==> src/rtl/ex_muldiv_sequencer.sv <==
`default_nettype none
// ============================================================================
// Module      : ex_muldiv_sequencer
// Description : Iterative RV32M multiply/divide unit for the Execute stage.
//               It uses a shift-add multiplier and a restoring divider, and
//               stalls the pipeline until its single result pulse.
// Revision    : 1.0 - initial release
// ============================================================================
module ex_muldiv_sequencer #(
    parameter int XLEN  = 32,
    parameter int CNT_W = 6
) (
    input  logic            clock,
    input  logic            reset,
    input  logic            req_valid_ip,
    input  logic [2:0]      req_op_ip,
    input  logic [XLEN-1:0] operand_a_ip,
    input  logic [XLEN-1:0] operand_b_ip,
    input  logic [4:0]      req_rd_ip,
    input  logic            flush_ip,
    output logic            stall_op,
    output logic            busy_op,
    output logic [XLEN-1:0] result_op,
    output logic            result_valid_op,
    output logic [4:0]      result_rd_op
);

    typedef enum logic [1:0] {
        S_IDLE = 2'd0,
        S_RUN  = 2'd1,
        S_FIX  = 2'd2,
        S_DONE = 2'd3
    } state_t;

    localparam logic [2:0]       C_OP_MUL    = 3'd0;
    localparam logic [2:0]       C_OP_MULH   = 3'd1;
    localparam logic [2:0]       C_OP_MULHSU = 3'd2;
    localparam logic [2:0]       C_OP_MULHU  = 3'd3;
    localparam logic [2:0]       C_OP_DIV    = 3'd4;
    localparam logic [2:0]       C_OP_DIVU   = 3'd5;
    localparam logic [2:0]       C_OP_REM    = 3'd6;
    localparam logic [XLEN-1:0]  C_MIN       = {1'b1, {(XLEN-1){1'b0}}};
    localparam logic [CNT_W-1:0] C_LAST      = CNT_W'(XLEN-1);

    state_t            state_q, state_d;
    logic [CNT_W-1:0]  cnt_q, cnt_d;
    logic [XLEN-1:0]   hi_q, hi_d;
    logic [XLEN-1:0]   lo_q, lo_d;
    logic [XLEN-1:0]   opnd_q, opnd_d;
    logic [XLEN-1:0]   result_q, result_d;
    logic [2:0]        op_q, op_d;
    logic [4:0]        rd_q, rd_d;
    logic              neg_q, neg_d;

    logic              w_a_signed, w_b_signed, w_a_neg, w_b_neg;
    logic              w_special, w_accept, w_div_ge;
    logic [XLEN-1:0]   w_a_mag, w_b_mag, w_special_res;
    logic [XLEN-1:0]   w_div_diff, w_quo_fix, w_rem_fix;
    logic [XLEN:0]     w_mul_sum, w_div_shift;
    logic [2*XLEN-1:0] w_prod, w_prod_fix;

    assign w_a_signed = req_op_ip inside {C_OP_MUL, C_OP_MULH, C_OP_MULHSU, C_OP_DIV, C_OP_REM};
    assign w_b_signed = req_op_ip inside {C_OP_MUL, C_OP_MULH, C_OP_DIV, C_OP_REM};
    assign w_a_neg    = w_a_signed & operand_a_ip[XLEN-1];
    assign w_b_neg    = w_b_signed & operand_b_ip[XLEN-1];
    assign w_a_mag    = w_a_neg ? (~operand_a_ip + 1'b1) : operand_a_ip;
    assign w_b_mag    = w_b_neg ? (~operand_b_ip + 1'b1) : operand_b_ip;

    // Divide-by-zero and signed overflow bypass the iteration entirely.
    assign w_special = req_op_ip[2] & ((operand_b_ip == '0) |
                       (~req_op_ip[0] & (operand_a_ip == C_MIN) & (operand_b_ip == '1)));
    assign w_special_res = (operand_b_ip == '0) ? (req_op_ip[1] ? operand_a_ip : '1)
                                                : (req_op_ip[1] ? '0 : C_MIN);
    assign w_accept = req_valid_ip & (state_q == S_IDLE) & ~flush_ip;

    // hi:lo is the product for MUL*, and remainder:quotient for DIV*/REM*.
    assign w_mul_sum   = {1'b0, hi_q} + (lo_q[0] ? {1'b0, opnd_q} : '0);
    assign w_div_shift = {hi_q, lo_q[XLEN-1]};
    assign w_div_ge    = w_div_shift >= {1'b0, opnd_q};
    assign w_div_diff  = w_div_shift[XLEN-1:0] - opnd_q;
    assign w_prod      = {hi_q, lo_q};
    assign w_prod_fix  = neg_q ? (~w_prod + 1'b1) : w_prod;
    assign w_quo_fix   = neg_q ? (~lo_q + 1'b1) : lo_q;
    assign w_rem_fix   = neg_q ? (~hi_q + 1'b1) : hi_q;

    always_comb begin
        state_d  = state_q;
        cnt_d    = cnt_q;
        hi_d     = hi_q;
        lo_d     = lo_q;
        opnd_d   = opnd_q;
        result_d = result_q;
        op_d     = op_q;
        rd_d     = rd_q;
        neg_d    = neg_q;
        case (state_q)
            S_IDLE: begin
                if (w_accept) begin
                    op_d  = req_op_ip;
                    rd_d  = req_rd_ip;
                    cnt_d = '0;
                    hi_d  = '0;
                    neg_d = (req_op_ip == C_OP_REM) ? w_a_neg : (w_a_neg ^ w_b_neg);
                    if (req_op_ip[2]) begin
                        lo_d   = w_a_mag;
                        opnd_d = w_b_mag;
                    end else begin
                        lo_d   = w_b_mag;
                        opnd_d = w_a_mag;
                    end
                    if (w_special) begin
                        result_d = w_special_res;
                        state_d  = S_DONE;
                    end else begin
                        state_d  = S_RUN;
                    end
                end
            end
            S_RUN: begin
                if (op_q[2]) begin
                    hi_d = w_div_ge ? w_div_diff : w_div_shift[XLEN-1:0];
                    lo_d = {lo_q[XLEN-2:0], w_div_ge};
                end else begin
                    hi_d = w_mul_sum[XLEN:1];
                    lo_d = {w_mul_sum[0], lo_q[XLEN-1:1]};
                end
                cnt_d = cnt_q + 1'b1;
                if (cnt_q == C_LAST) begin
                    state_d = S_FIX;
                end
            end
            S_FIX: begin
                case (op_q)
                    C_OP_MUL:                          result_d = w_prod_fix[XLEN-1:0];
                    C_OP_MULH, C_OP_MULHSU, C_OP_MULHU: result_d = w_prod_fix[2*XLEN-1:XLEN];
                    C_OP_DIV, C_OP_DIVU:               result_d = w_quo_fix;
                    default:                           result_d = w_rem_fix;
                endcase
                state_d = S_DONE;
            end
            default: begin
                state_d = S_IDLE;
            end
        endcase
        if (flush_ip) begin
            state_d = S_IDLE;
        end
    end

    always_ff @(posedge clock) begin
        if (reset) begin
            state_q  <= S_IDLE;
            cnt_q    <= '0;
            hi_q     <= '0;
            lo_q     <= '0;
            opnd_q   <= '0;
            result_q <= '0;
            op_q     <= '0;
            rd_q     <= '0;
            neg_q    <= 1'b0;
        end else begin
            state_q  <= state_d;
            cnt_q    <= cnt_d;
            hi_q     <= hi_d;
            lo_q     <= lo_d;
            opnd_q   <= opnd_d;
            result_q <= result_d;
            op_q     <= op_d;
            rd_q     <= rd_d;
            neg_q    <= neg_d;
        end
    end

    // Stall drops in DONE so EX advances exactly as the result is captured.
    assign stall_op        = ~reset & req_valid_ip & (state_q != S_DONE);
    assign busy_op         = (state_q != S_IDLE);
    assign result_valid_op = (state_q == S_DONE) & ~flush_ip;
    assign result_op       = result_q;
    assign result_rd_op    = rd_q;

endmodule
`default_nettype wire

==> config.mk <==
export PLATFORM = sky130hd
export DESIGN_NAME = ex_muldiv_sequencer
export DESIGN_NICKNAME = d
export VERILOG_FILES = /design/src/rtl/ex_muldiv_sequencer.sv
export SDC_FILE = /design/constraint.sdc
export NUM_CORES = 1
export LEC_CHECK = 0
export ABC_CLOCK_PERIOD_IN_PS = 4110
export BUFFER_PORTS_ARGS = -buffer_cell sky130_fd_sc_hd__buf_4
export CAP_MARGIN = 5
export CORE_MARGIN = 4
export CORE_UTILIZATION = 40
export CTS_BUF_LIST = sky130_fd_sc_hd__clkbuf_8
export DETAILED_ROUTE_END_ITERATION = 16
export SYNTH_ARGS = -nofsm -noshare
export SYNTH_HDL_FRONTEND = slang
export SYNTH_SLANG_ARGS = --single-unit
==> constraint.sdc <==
create_clock -name clock -period 4.11 [get_ports clock]
set_input_delay 0.411 -clock clock [delete_from_list [all_inputs] [get_ports clock]]
set_output_delay 0.411 -clock clock [all_outputs]
set_load 0.02 [all_outputs]
# After elaboration in Yosys (flattened, before gate mapping)
# Cells that the tools add are included.
[op_classes]
reduce_logical = 16
n_eq_ne = 19
magnitude_cmp = 1
add_sub_neg = 8
bitwise = 20
n_mux = 29
[ops]
columns = ["operator", "n"]
rows = [
  ["2-to-1 mux 32 bit", 17],
  ["case mux 32 bit (2 select lines)", 3],
  ["adder 32 x 1 -> 32 bit, second input constant", 4],
  ["inverter 32 bit", 4],
  ["case mux 32 bit (3 select lines)", 1],
  ["adder 64 x 1 -> 64 bit, second input constant", 1],
  ["equality test 32 bit, second input constant", 2],
  ["2-to-1 mux 64 bit", 1],
  ["inverter 64 bit", 1],
  ["adder 32 x 32 -> 33 bit", 1],
  [">= comparator 33 x 32 -> 1 bit", 1],
  ["logical NOT 32 bit", 1],
  ["subtractor 32 bit", 1],
  ["equality test 3 bit, second input constant", 4],
  ["case mux 6 bit (2 select lines)", 1],
  ["bitwise AND 1 bit", 10],
  ["equality test 3 x 2 -> 1 bit, second input constant", 3],
  ["inequality test 2 bit, second input constant", 4],
  ["adder 6 x 1 -> 6 bit, second input constant", 1],
  ["equality test 3 x 1 -> 1 bit, second input constant", 2],
  ["equality test 6 x 5 -> 1 bit, second input constant", 1],
  ["logical NOT 3 bit", 2],
  ["2-to-1 mux 2 bit", 3],
  ["2-to-1 mux 6 bit", 1],
  ["other kinds (15)", 23],
]
[totals]
word_cells = 102
output_inout_bits = 40
regBits = 145
input_bits = 76

# Longest topological paths before layout
[logic_depth]
ltp_word = 8
mapped_depth = 14

# Worst setup path after synthesis
# No wires, ideal clock.
[synth_path]
kind = "flip-flop to flip-flop"
start = "reg lo_q[0]"
end = "reg hi_q[30]"
setup_ps = 87
path_stages_with_launch = 14
arrival_time_ps = 3172
setup_slack_ps = 851
cell_sequence = "dfxtp_1 inv_1 clkbuf_1 nor2_1 ha_1 o21a_1 o21ai_0 o311ai_0 a2111oi_0 nand2b_1 o21ai_0 a311oi_1 mux2_2 o31ai_1"
[synth_between]
elab_chain_cells = 4
[synth_rtl]
columns = ["item", "line", "text"]
rows = [
  ["start: declaration", "48", "logic [XLEN-1:0] lo_q, lo_d;"],
  ["start signal: assignment", "165", "lo_q <= lo_d;"],
  ["2-to-1 mux 32 bit", "77", "assign w_mul_sum = {1'b0, hi_q} + (lo_q[0] ? {1'b0, opnd_q} : '0);"],
  ["adder 32 x 32 -> 33 bit", "77", ""],
  ["2-to-1 mux 32 bit", "120", "if (op_q[2]) begin"],
  ["case mux 32 bit (2 select lines)", "96", "case (state_q)"],
  ["end signal: assignment", "164", "hi_q <= hi_d;"],
  ["end: declaration", "47", "logic [XLEN-1:0] hi_q, hi_d;"],
]
# No other way between the ends.
# A chain may end at the register's enable or synchronous reset.

# Worst setup path in the final report
[layout_path]
start = "reg lo_q[0]"
end = "reg hi_q[28]"
# Same word-level chain as after synthesis.

==> results by group <==
Layout
  – Sequential cell area: approximately 0.0029 sq mm
  – Final non-filler cell total: about 2600
  – Fillers: 3803
  – Area used by multi-input combinational logic: ~0.011 sq mm
  – NumNets Final: ~2300
  – P&R area growth vs syn: 12.3%
  – Inserted Diodes: 0
  – Layout cell share with drive strength beyond 1: roughly an eighth

Yosys
  – Seq/Total Area, Yosys: approximately a fifth
  – Top FF cell, synth: dfxtp_1
  – Largest area contributor in the netlist: dfxtp_1
  – Most frequent cell after synthesis: nor2_1
  – Synth warnings: 0
  – FFs w/ async S/R, synth: 0%
  – Syn Nets: between 2000 and 2500
  – Syn avg cell area: about 7 sq um
  – Distinct cells, synth: 75
  – Synth Register Bits: between 100 and 150
  – Post-Syn Area: around 0.015 sq mm
  – Post-synth EDFFs: 0
  – Post-synth top cells: nor2_1 (242), nand2_1 (220), a21oi_1 (158)
  – Largest cells by area after synthesis: dfxtp_1 (20%), ha_1 (6.3%), nor2_1 (6.1%)
  – Yosys top cell area share: around 20%
  – Cells after Synth: ~2100

Place
  – DP Cell Count: approximately 2600
  – Pre-CTS setup slack: roughly 0.35 ns
  – Detail Placement HPWL: slightly below 50000 um
  – Placer congestion estimate: just over 1
  – I/O Buffers: between 100 and 150

Die
  – Die Height: between 200 and 250 um
  – # rows: 70
  – Io pins: 116
  – Core area: approximately 0.037 sq mm
  – Die X: 201 um
  – Die area: slightly above 0.04 sq mm
  – Starting Density: 40.5%

CTS
  – Root Buffer: clkbuf_8
  – CTS tree: built
  – Clk slew on worst S/H paths: 0.11 ns
  – Clock Latency Late Sink: approximately 0.5 ns
  – Clock buffer depth: 2
  – Post-CTS setup buffer count: 0
  – H-Tree Depth: 4
  – Sink Count: ~150
  – CTS Buf Count: 17

Run status
  – Outcome: completed

Global routing
  – Initial antenna violation count: 0
  – Grt total ovfl: 0
  – Largest net degree at the start of global routing: between 70 and 80
  – Total track usage: 30.0%
  – Vias in the first global route: roughly 16000
  – First-pass GRT wire length: 95100 um

Detailed routing
  – Drt wl/cell: ~24 um
  – First-pass DRT Iterations: 8
  – Drt total wl: around 63000 um
  – Vias per std cell: between 6 and 7
  – # DRC: 0
  – Initial DRC count: ~1800
  – Via count: 16655
  – Remaining antenna violation count: 0

Setup path
  – CP peak stage delay: ~0.76 ns
  – Cell breakdown of the critical path: inv_1 -> buf_4 -> nor2_1 -> ha_1 -> nand4_1 -> o311ai_0 -> a2111oi_1 -> nand2b_1 -> o21ai_0 -> mux2_2 -> a211oi_1 -> a211o_1
  – Max FO, Critical Path: 13
  – Crit path max-delay cell type: o311ai_0
  – Required time of the critical path: 4.56 ns
  – Data arrival, critical path: between 4 and 5 ns
  – Buf/Inv on CP: 2
  – CP Capture Type: register
  – WS Path Type: reg -> reg
  – CP top delay family: compound AO/OA/AOI/OAI gates
  – Startpoint types: register

STA
  – Min Tclk post-route: 3.88 ns
  – TNS Setup: 0 ns
  – RSZ-0062 raised after global routing: false
  – Final WS setup: ~0.23 ns
  – Worst-margin pin slew: roughly 0.88 ns
  – Final period utilization: a little over nine tenths
  – Fmax: around 260 MHz
  – Slew headroom: between 40 and 50%
  – Final Skew: 0.0256 ns
  – # setup viols final: 0
  – Hold violation count in the final report: 0
  – Slew Limit Fails: 0

Run
  – Max-cap violation count: 0

Hold path
  – Worst hold-check path type: in -> reg

Pwr
  – PD cells: about 250 mW/mm^2
  – LEAKAGE: roughly 6.6 nW
  – Peak VDD IR: 0.215 mV
-- routing by layer --
| layer | part of all wire (%) | routed length [um] | vias to the layer above | global-route usage (%) |
|---|---|---|---|---|
| met5 | 0 | 0 | - | 0 |
| met4 | 4.4 | 2810 | 0 | 12.2 |
| met3 | 9.3 | 5930 | 110 | 7.22 |
| met2 | 43 | 27000 | 782 | 45.0 |
| met1 | 44 | 27700 | 7953 | 41.3 |
| li1 | - | - | 7810 | - |
-- placed cells by master, fill, tap and decap left out, drive strengths merged, types with 13 or more instances in the layout --
cell type,n
or3,25
ha,75
and3,13
xnor2,92
o21a,22
mux2,19
nor3,70
nor4,18
a21o,26
nand2b,16
o211ai,26
a211oi,64
mux2i,52
nor2,242
nand4,34
a31oi,33
dfxtp,145
a22oi,30
and2,17
o22ai,21
or4,21
clkbuf,17
nand3,51
buf,186
xor2,78
o41ai,17
nand2,220
inv,81
a21oi,158
o31ai,28
a311oi,23
o21ai,132
-- power breakdown --
part | switching, mW | internal (mW) | total, mW
Sequential | 0.0741 | 1.46 | 1.53
Clock | 0.701 | 0.570 | 1.27
Combinational | 0.857 | 0.474 | 1.33
-- timing repair --
item                                    in CTS  in global routing
gates resized for setup                      0                  1
hold buffers                                 0                  0
endpoints found under the setup margin       0                  1
-- flip-flops by register name, indices dropped and copies added, names as in the netlist --
signal / cells
hi_q: 32
result_rd_op: 5
state_q: 2
cnt_q: 6
neg_q: 1
op_q: 3
lo_q: 32
result_op: 32
opnd_q: 32
-- per-stage QoR --
stage                     util, %  instance area (sq um)  hold WS [ns]  power [mW]
final                        45.5                  16700         0.145        4.13
after global routing         45.5                  16700         0.127        4.30
after detailed placement     44.4                  16200         0.446        2.85
after floorplan                 -                  14800         0.432        2.37
after CTS                    45.5                  16700         0.107        4.11
after global placement       44.4                  16200         0.441        2.85
-- logic make-up (layout without fill, tap and decap cells) --
| logic type | after synthesis | after routing | share of synthesized area [%] |
|---|---|---|---|
| fa+ha+maj | 77 | 77 | 6.60 |
| simple gates | 754 | 754 | 23.5 |
| xor+xnor | 170 | 170 | 10.0 |
| buf+inv | 232 | 292 | 5.97 |
| flops | 145 | 145 | 19.6 |
| mux | 71 | 71 | 4.95 |
| compound gates | 663 | 663 | 29.4 |
-- final timing paths --
path	cells after the start	startpoint	slack (ns)	end
worst max-delay path	12	lo_q[0]	0.23	hi_q[28]
worst max register to register	12	lo_q[0]	0.23	hi_q[28]
worst min-delay path	2	flush_ip	0.14	state_q[1]
worst min register to register	2	opnd_q[21]	0.46	opnd_q[21]
-- cell type report --
type                            instances  share of cell area [%]
Timing Repair Buffer                  186                    8.46
Inverter                               74                    1.67
Multi-Input combinational cell       1735                    66.4
Clock buffer                           17                    1.40
Clock inverter                         15                    1.11
Sequential cell                       145                    17.4
Tap cell                              468                    3.51
(Power assumes the default switching activity.)
